[config.mk]
export PLATFORM = sky130hd
export DESIGN_NAME = tbuf_bus_arbiter_flat
export DESIGN_NICKNAME = d
export VERILOG_FILES = /design/src/rtl/tbuf_bus_arbiter_if.sv /design/src/rtl/tbuf_bus_arbiter.sv /design/src/flat_wrapper.sv
export SDC_FILE = /design/constraint.sdc
export NUM_CORES = 1
export LEC_CHECK = 0
export ABC_AREA = 1
export CAP_MARGIN = 40
export CORE_AREA = 2 2 58 60
export DETAILED_ROUTE_END_ITERATION = 12
export DIE_AREA = 0 0 60 62
export PLACE_DENSITY = 0.59
export SYNTH_ARGS = -nofsm -noshare
export SYNTH_HDL_FRONTEND = slang
export SYNTH_SLANG_ARGS = --single-unit
[constraint.sdc]
create_clock -name CK -period 5.02 [get_ports CK]
set_input_delay 0.502 -clock CK [delete_from_list [all_inputs] [get_ports CK]]
set_output_delay 0.502 -clock CK [all_outputs]
set_load 0.05 [all_outputs]
[src/rtl/tbuf_bus_arbiter_if.sv]
// Bus bundle between the TBUF requesters and the round-robin arbiter:
// level requests in, one-hot driver enables and pad/status flags out.
interface tbuf_bus_arbiter_if #(
    parameter int N  = 4,
    parameter int IW = $clog2(N)
);
    logic [N-1:0]  REQ;
    logic [N-1:0]  GNT;
    logic          OEN;
    logic [IW-1:0] OWNER;
    logic          BUSY;
    logic          TURN;

    modport master (output REQ, input GNT, OEN, OWNER, BUSY, TURN);
    modport slave  (input REQ, output GNT, OEN, OWNER, BUSY, TURN);
endinterface

[src/rtl/tbuf_bus_arbiter.sv]
// Round-robin owner selection for a shared tri-state net with guaranteed
// all-off turnaround between owners; every output comes straight from a flop.
module tbuf_bus_arbiter #(
    parameter int N        = 4,
    parameter int TURN_CYC = 1,
    parameter int MAX_HOLD = 8,
    parameter int IW       = $clog2(N)
) (
    input  logic                  CK,
    input  logic                  RST,
    tbuf_bus_arbiter_if.slave     bus
);

    localparam int HW = (MAX_HOLD > 0) ? $clog2(MAX_HOLD + 1) : 1;
    localparam int TW = $clog2(TURN_CYC + 1);
    localparam logic [HW-1:0] HOLD_LIM = HW'(MAX_HOLD);
    localparam logic [TW-1:0] TURN_LIM = TW'(TURN_CYC);
    localparam logic [IW-1:0] LAST_IDX = IW'(N - 1);
    localparam logic [IW:0]   N_EXT    = (IW + 1)'(N);

    typedef enum logic [1:0] {S_IDLE, S_GRANT, S_TURN} state_t;

    state_t        r_state, w_state_nxt;
    logic [N-1:0]  r_gnt, w_gnt_nxt;
    logic          r_oen;
    logic [IW-1:0] r_owner, w_owner_nxt;
    logic          r_busy, w_busy_nxt;
    logic          r_turn, w_turn_nxt;
    logic [IW-1:0] r_ptr, w_ptr_nxt;
    logic [HW-1:0] r_hold, w_hold_nxt;
    logic [TW-1:0] r_tcnt, w_tcnt_nxt;

    logic          w_found;
    logic [IW-1:0] w_win;
    logic [IW:0]   w_idx;
    logic [N-1:0]  w_owner_oh;
    logic          w_others;
    logic          w_arb;

    // Scan from the priority pointer upward, wrapping modulo N.
    always_comb begin
        w_found = 1'b0;
        w_win   = '0;
        w_idx   = '0;
        for (int i = 0; i < N; i++) begin
            w_idx = {1'b0, r_ptr} + (IW + 1)'(i);
            if (w_idx >= N_EXT) w_idx = w_idx - N_EXT;
            if (!w_found && bus.REQ[w_idx[IW-1:0]]) begin
                w_found = 1'b1;
                w_win   = w_idx[IW-1:0];
            end
        end
    end

    assign w_owner_oh = N'(1) << r_owner;
    assign w_others   = |(bus.REQ & ~w_owner_oh);

    always_comb begin
        w_state_nxt = r_state;
        w_gnt_nxt   = r_gnt;
        w_owner_nxt = r_owner;
        w_busy_nxt  = r_busy;
        w_turn_nxt  = r_turn;
        w_ptr_nxt   = r_ptr;
        w_hold_nxt  = r_hold;
        w_tcnt_nxt  = r_tcnt;
        w_arb       = 1'b0;
        case (r_state)
            S_IDLE: w_arb = 1'b1;
            S_GRANT: begin
                if (!bus.REQ[r_owner] ||
                    (MAX_HOLD != 0 && r_hold == HOLD_LIM && w_others)) begin
                    w_state_nxt = S_TURN;
                    w_gnt_nxt   = '0;
                    w_busy_nxt  = 1'b0;
                    w_turn_nxt  = 1'b1;
                    w_tcnt_nxt  = TW'(1);
                    w_ptr_nxt   = (r_owner == LAST_IDX) ? '0 : r_owner + IW'(1);
                end else if (MAX_HOLD != 0 && r_hold != HOLD_LIM) begin
                    w_hold_nxt = r_hold + HW'(1);
                end
            end
            S_TURN: begin
                if (r_tcnt == TURN_LIM) begin
                    w_state_nxt = S_IDLE;
                    w_turn_nxt  = 1'b0;
                    w_arb       = 1'b1;
                end else begin
                    w_tcnt_nxt = r_tcnt + TW'(1);
                end
            end
            default: w_state_nxt = S_IDLE;
        endcase
        if (w_arb && w_found) begin
            w_state_nxt = S_GRANT;
            w_gnt_nxt   = N'(1) << w_win;
            w_owner_nxt = w_win;
            w_busy_nxt  = 1'b1;
            w_hold_nxt  = HW'(1);
        end
    end

    always_ff @(posedge CK) begin
        if (RST) begin
            r_state <= S_IDLE;
            r_gnt   <= '0;
            r_oen   <= 1'b1;
            r_owner <= '0;
            r_busy  <= 1'b0;
            r_turn  <= 1'b0;
            r_ptr   <= '0;
            r_hold  <= '0;
            r_tcnt  <= '0;
        end else begin
            r_state <= w_state_nxt;
            r_gnt   <= w_gnt_nxt;
            r_oen   <= ~|w_gnt_nxt;
            r_owner <= w_owner_nxt;
            r_busy  <= w_busy_nxt;
            r_turn  <= w_turn_nxt;
            r_ptr   <= w_ptr_nxt;
            r_hold  <= w_hold_nxt;
            r_tcnt  <= w_tcnt_nxt;
        end
    end

    assign bus.GNT   = r_gnt;
    assign bus.OEN   = r_oen;
    assign bus.OWNER = r_owner;
    assign bus.BUSY  = r_busy;
    assign bus.TURN  = r_turn;

    // Requests must be known once out of reset; an X here is a bench bug.
    a_req_known: assert property (@(posedge CK) disable iff (RST) !$isunknown(bus.REQ));
    a_onehot: assert property (@(posedge CK) disable iff (RST) $onehot0(r_gnt));

endmodule

[src/flat_wrapper.sv]
// flat-port wrapper written by rule: the top's interface ports become plain ports
module tbuf_bus_arbiter_flat 
#(
    parameter int N        = 4,
    parameter int TURN_CYC = 1,
    parameter int MAX_HOLD = 8,
    parameter int IW       = $clog2(N)
)
  (CK, RST, bus_REQ, bus_GNT, bus_OEN, bus_OWNER, bus_BUSY, bus_TURN);
  tbuf_bus_arbiter_if #(.N(N), .IW(IW)) bus_i ();
  input  logic CK;
  input  logic RST;
  input wire logic [$bits(bus_i.REQ)-1:0] bus_REQ;
  output wire logic [$bits(bus_i.GNT)-1:0] bus_GNT;
  output wire logic [$bits(bus_i.OEN)-1:0] bus_OEN;
  output wire logic [$bits(bus_i.OWNER)-1:0] bus_OWNER;
  output wire logic [$bits(bus_i.BUSY)-1:0] bus_BUSY;
  output wire logic [$bits(bus_i.TURN)-1:0] bus_TURN;
  assign bus_i.REQ = bus_REQ;
  assign bus_GNT = bus_i.GNT;
  assign bus_OEN = bus_i.OEN;
  assign bus_OWNER = bus_i.OWNER;
  assign bus_BUSY = bus_i.BUSY;
  assign bus_TURN = bus_i.TURN;
  tbuf_bus_arbiter #(.N(N), .TURN_CYC(TURN_CYC), .MAX_HOLD(MAX_HOLD), .IW(IW)) u_core (.CK(CK), .RST(RST), .bus(bus_i));
endmodule
-- Yosys cells after proc, flatten, opt, wreduce, memory -nomap -nowiden
Cells that the tools add are included.
- logic and storage cells: 118
- bits in registers: 18
- output and inout port bits: 9
- reduce and logical (&&, ||, !) cells: 27
- shift-type cells: 2
- bitwise gates (word level): 4
- magnitude comparators: 9
- eq/ne operators: 11
- add/subtract/negate cells: 10
- multiplexer cells: 44
- operators with widths (operator ; number):
    $mux 2 ; 11
    $mux 1 ; 21
    $lt 2x3->1 const B ; 5
    $reduce_and 3->1 ; 5
    $mux 4 ; 3
    $bmux 1 s2 ; 5
    $ge 3x3->1 const B ; 3
    $reduce_bool 2->1 ; 4
    $reduce_or 4->1 ; 2
    $shl 1x2->4 const A ; 2
    $sub 2x1->2 const B ; 4
    $add 2x2->3 const B ; 2
    $ne 2x1->1 const B ; 3
    $ne 3x1->1 const B ; 2
    $pmux 1 s2 ; 3
    $pmux 2 s3 ; 1
    $reduce_and 2->1 ; 3
    $logic_and 1x1->1 ; 5
    $logic_not 1->1 ; 5
    $add 4x1->4 const B ; 1
    $and 4x4->4 ; 1
    $eq 2x2->1 const B ; 2
    $eq 4x4->1 const B ; 1
    $ne 4x4->1 const B ; 1
    other kinds (11) ; 12

-- Longest topological paths before layout
- depth in word-level cells: 18
- depth in mapped cells: 15

-- Worst setup path before layout
OpenSTA, ideal clock, no wires.
- path type: reg-to-reg
- start: register u_core.r_owner[0], in the netlist u_core.bus.OWNER[0]
- end: register u_core.r_oen, in the netlist u_core.bus.OEN
- buffers on the path: 0
- cell stages (with the launch flop): 15
- slack: 2.845 ns
- required time: 4.962 ns
- arrival time: 2.117 ns
- cell sequence: dfxtp_1 > inv_1 > ha_1 > or2_2 > nand4_1 > nand2_1 > nand2_1 > nand2_1 > nand2_1 > nand2_1 > nand2_2 > nor2_2 > nor2_1 > nand2_1 > nand2_1
- longest elaborated chain between the ends: 11
- elaborated cells between the ends (all ways): 14
- classes of those cells: shift: 1; mux: 5; bitwise: 2; reduce/logical: 6
- ends and longest elaborated chain (element ; line ; RTL):
    start: declaration ; tbuf_bus_arbiter.sv:26 ; logic [IW-1:0] r_owner, w_owner_nxt;
    start signal: assignment ; tbuf_bus_arbiter.sv:118 ; r_owner <= w_owner_nxt;
    $shl 1x2->4 ; tbuf_bus_arbiter.sv:55 ; assign w_owner_oh = N'(1) << r_owner;
    $not 4->4 ; tbuf_bus_arbiter.sv:56 ; assign w_others = |(bus.REQ & ~w_owner_oh);
    $and 4x4->4 ; tbuf_bus_arbiter.sv:56 ;
    $reduce_or 4->1 ; tbuf_bus_arbiter.sv:56 ;
    $logic_and 1x1->1 ; tbuf_bus_arbiter.sv:72 ; (MAX_HOLD != 0 && r_hold == HOLD_LIM && w_others)) begin
    $logic_or 1x1->1 (*) ; tbuf_bus_arbiter.sv:71 ; if (!bus.REQ[r_owner] ||
    $mux 4 (*) ; tbuf_bus_arbiter.sv:71 ;
    $mux 4 (*) ; tbuf_bus_arbiter.sv:68 ; case (r_state)
    $mux 4 (*) ; tbuf_bus_arbiter.sv:94 ; if (w_arb && w_found) begin
    $reduce_or 4->1 (*) ; tbuf_bus_arbiter.sv:117 ; r_oen <= ~|w_gnt_nxt;
    $logic_not 1->1 (*) ; tbuf_bus_arbiter.sv:117 ;
    end signal: assignment ; tbuf_bus_arbiter.sv:117 ;
    end: declaration ; tbuf_bus_arbiter.sv:25 ; logic r_oen;
Mark *: on every way between the ends. The rest lies on a longest branch, timed or not. The select of a mux whose other input is x is not followed.
A chain may end at the register's enable or synchronous reset.

-- Worst setup path in the final report
- start: register u_core.r_owner[0], in the netlist u_core.bus.OWNER[0]
- end: output port bus_OWNER[0]
- RTL lines (element ; line ; RTL):
    end: declaration ; flat_wrapper.sv:16 ; output wire logic [$bits(bus_i.OWNER)-1:0] bus_OWNER;
No word-level cell between the ends.

==> summary.md <==
* 51 — drt initial violations
* 15 — I/O pin count
* built — TritonCTS clock tree
* reg2reg — worst hold-check path type
* 10.3 µm — WL/cell
* sky130_fd_sc_hd__nand2_1, sky130_fd_sc_hd__inv_1, sky130_fd_sc_hd__dfxtp_1, sky130_fd_sc_hd__nand3_1 — most frequent cells in the layout
* 0 — number of hold violations in the final report
* sky130_fd_sc_hd__nand2_1 — most common cell after layout, fill and taps aside
* 17.0% — Layout area overhead
* 200 — synthesized netlist net count
* 0.422 — Period Utilization, post-route
* 0.667 — max_slew headroom
* 1 — H-tree levels
* 2540 µm — total detailed-routing wirelength
* 0.472 GHz — maximum frequency from static timing analysis
* 0 — Setup Buffers After CTS
* 18 — clk sink count
* 0 — GRT Residual Overflow
* clkdlybuf4s50_1 — worst-path cell chain
* 1620 ps — signal arrival time at the worst endpoint
* 1 — sum of buffers and inverters on the critical path
* 2120 ps — Final Critical Period
* 7 — CP Max Fanout
* 243 — cell count after placement
* 14 — count of port buffers added during placement
* 0.298 — sequential fraction of the synthesis area
* 3 — number of buffers created by CTS
* 18 — Seq cells post-synth
* 6.53 µm² — Syn Area/Cell
* 12 — pin count of the biggest net entering global routing
* 2 — maximum buffer depth of the clock tree
* 850 ps — delay contributed by the slowest stage of the critical path
* completed — run status
* buffers and inverters — CP delay by family, top
* 26 — post-synthesis cell type count
* 0 — initial antenna violation count
* 1.98 ps — worst clock skew
* sky130_fd_sc_hd__clkdlybuf4s50_1 — Worst path slowest cell
* 678 nW/µm² — Cell Pwr Density
* 0.000318 V — Peak VDD IR
* 62 µm — Chip Height
* 0 — residual DRC count
* 0.000640 µW — leakage dissipation
* sky130_fd_sc_hd__dfxtp_1 — ys flop type
* 0 ps — final-layout setup total negative slack
* 498 ps — Least-Margin Pin Slew
* 0 — ant diodes
* 4520 ps — Worst Path Required
* output port — critical path capture point type
* 2110 µm — total half-perimeter wirelength after legalization and detailed placement
* 0.115 — fraction of layout cells with a size suffix above 1
* 60 µm — Die W
* 4.63 — vias per cell
* 246 — count of non-filler cells in the finished layout
* false — setup repair after global routing missed its margin
* 360 µm² — register cell area after layout
* 0 — count of final max-slew check failures
* 290 ps — worst-skew pair later-pin latency
* 1138 — vias after detailed routing
* register — startpoint class of the critical path
* 3180 µm² — Core ar.
* 1390 µm² — Placed Area
* 0 — share of flip-flops with an asynchronous set or reset after synthesis
* 4370 µm — first-pass GRT wire length
* 1210 µm² — Synth Cell Area
* 21 — row count
* 100 ps — CTS clk-pin slew, worst paths
* 217 — Nets
* 185 — synthesized instance count
* 0 — count of endpoints failing setup in the final report
* 4 — number of iterations in the first detailed-routing pass
* reg2out — critical setup path kind
* 0 — number of synthesized flops with an enable pin
* 1076 — vias in the first global route
* 3720 µm² — full die area
* 1410 µm² — Finished Cell Area
* 0.153 — combined global-route utilization of all metal layers
* 332 — Fill cells
* 0 — CTS hold repair buffers
* 0 — cells resized by post-CTS repair
* 0.380 — effective utilization at floorplan
* 0.819 — weighted congestion reported at the end of routability-driven placement
* 0 — max_cap viols
* sky130_fd_sc_hd__clkbuf_4 — clock root cell
* 0 — antenna violation net count after detailed routing
* 743 µm² — area of the multi-input gates
* 0 — Yosys Warn Count
[cell families (layout without fill, tap and decap cells)]
kind of cell | Yosys count | in the layout | share of synthesized area
AOI/OAI and AO/OA | 28 | 28 | 0.123
adders and majority gates | 9 | 9 | 0.0932
buffers and inverters | 26 | 41 | 0.0869
DFF | 18 | 18 | 0.298
and+or+nand+nor | 104 | 104 | 0.399
[layer usage]
| metal | global-route usage | share of wire | vias to the layer above |
|---|---|---|---|
| met4 | 0.0571 | 0.016 | 0 |
| met3 | 0.0124 | 0.023 | 5 |
| met2 | 0.292 | 0.50 | 10 |
| li1 | - | - | 620 |
| met1 | 0.179 | 0.46 | 503 |
| met5 | 0 | 0 | - |
[sequential cells by signal, indices dropped and copies added (netlist names), 2 cells and up]
signal and count:
u_core.r_hold 4, u_core.r_state 2, u_core.r_ptr 2, u_core.bus.GNT 4, u_core.bus.OWNER 2
[cell usage after synthesis, types with 2 or more instances]
library cell / count / share of area
sky130_fd_sc_hd__dfxtp_1: 18 / 0.30
sky130_fd_sc_hd__o21ai_0: 8 / 0.033
sky130_fd_sc_hd__ha_1: 9 / 0.093
sky130_fd_sc_hd__a211oi_1: 2 / 0.012
sky130_fd_sc_hd__nor2_1: 10 / 0.031
sky130_fd_sc_hd__nand2_2: 8 / 0.041
sky130_fd_sc_hd__a21oi_1: 14 / 0.058
sky130_fd_sc_hd__nor2_2: 3 / 0.016
sky130_fd_sc_hd__nand4_1: 2 / 0.010
sky130_fd_sc_hd__nand3_1: 15 / 0.062
sky130_fd_sc_hd__inv_2: 4 / 0.012
sky130_fd_sc_hd__inv_1: 20 / 0.062
sky130_fd_sc_hd__and2_1: 2 / 0.010
sky130_fd_sc_hd__o21ai_1: 2 / 0.0083
sky130_fd_sc_hd__nand2_1: 57 / 0.18
[path summary, 6_finish.rpt]
check                           slack, ps                to  depth (start not counted)                start
worst max-delay path                 2900      bus_OWNER[0]                          1  u_core.bus.OWNER[0]
worst min-delay path                  460  u_core.r_hold[2]                          2     u_core.r_hold[2]
worst max register to register       2960    u_core.bus.OEN                         14  u_core.bus.OWNER[0]
worst min register to register        460  u_core.r_hold[2]                          2     u_core.r_hold[2]
[stage by stage]
stage | setup WS [ps] | hold slack (ps) | util | total power [µW]
3_3_place_gp | 2700 | 451 | 0.438 | 885
6_report | 2900 | 463 | 0.445 | 958
2_1_floorplan | 2850 | 439 | - | 749
4_1_cts | 2890 | 466 | 0.445 | 968
3_5_place_dp | 2680 | 452 | 0.438 | 895
5_1_grt | 2760 | 488 | 0.445 | 1060
[where the power goes]
| group | switching (µW) | internal [µW] |
|---|---|---|
| logic | 434 | 214 |
| clock network | 43.4 | 28.0 |
| registers | 44.4 | 194 |
[area by class of cell]
class                           count  share of cell area
Sequential cell                    18               0.255
Timing Repair Buffer               14              0.0991
Inverter                           24              0.0637
Clock buffer                        3              0.0159
Multi-Input combinational cell    141               0.526
Tap cell                           46              0.0407
Power figures use the tool's default switching activity.
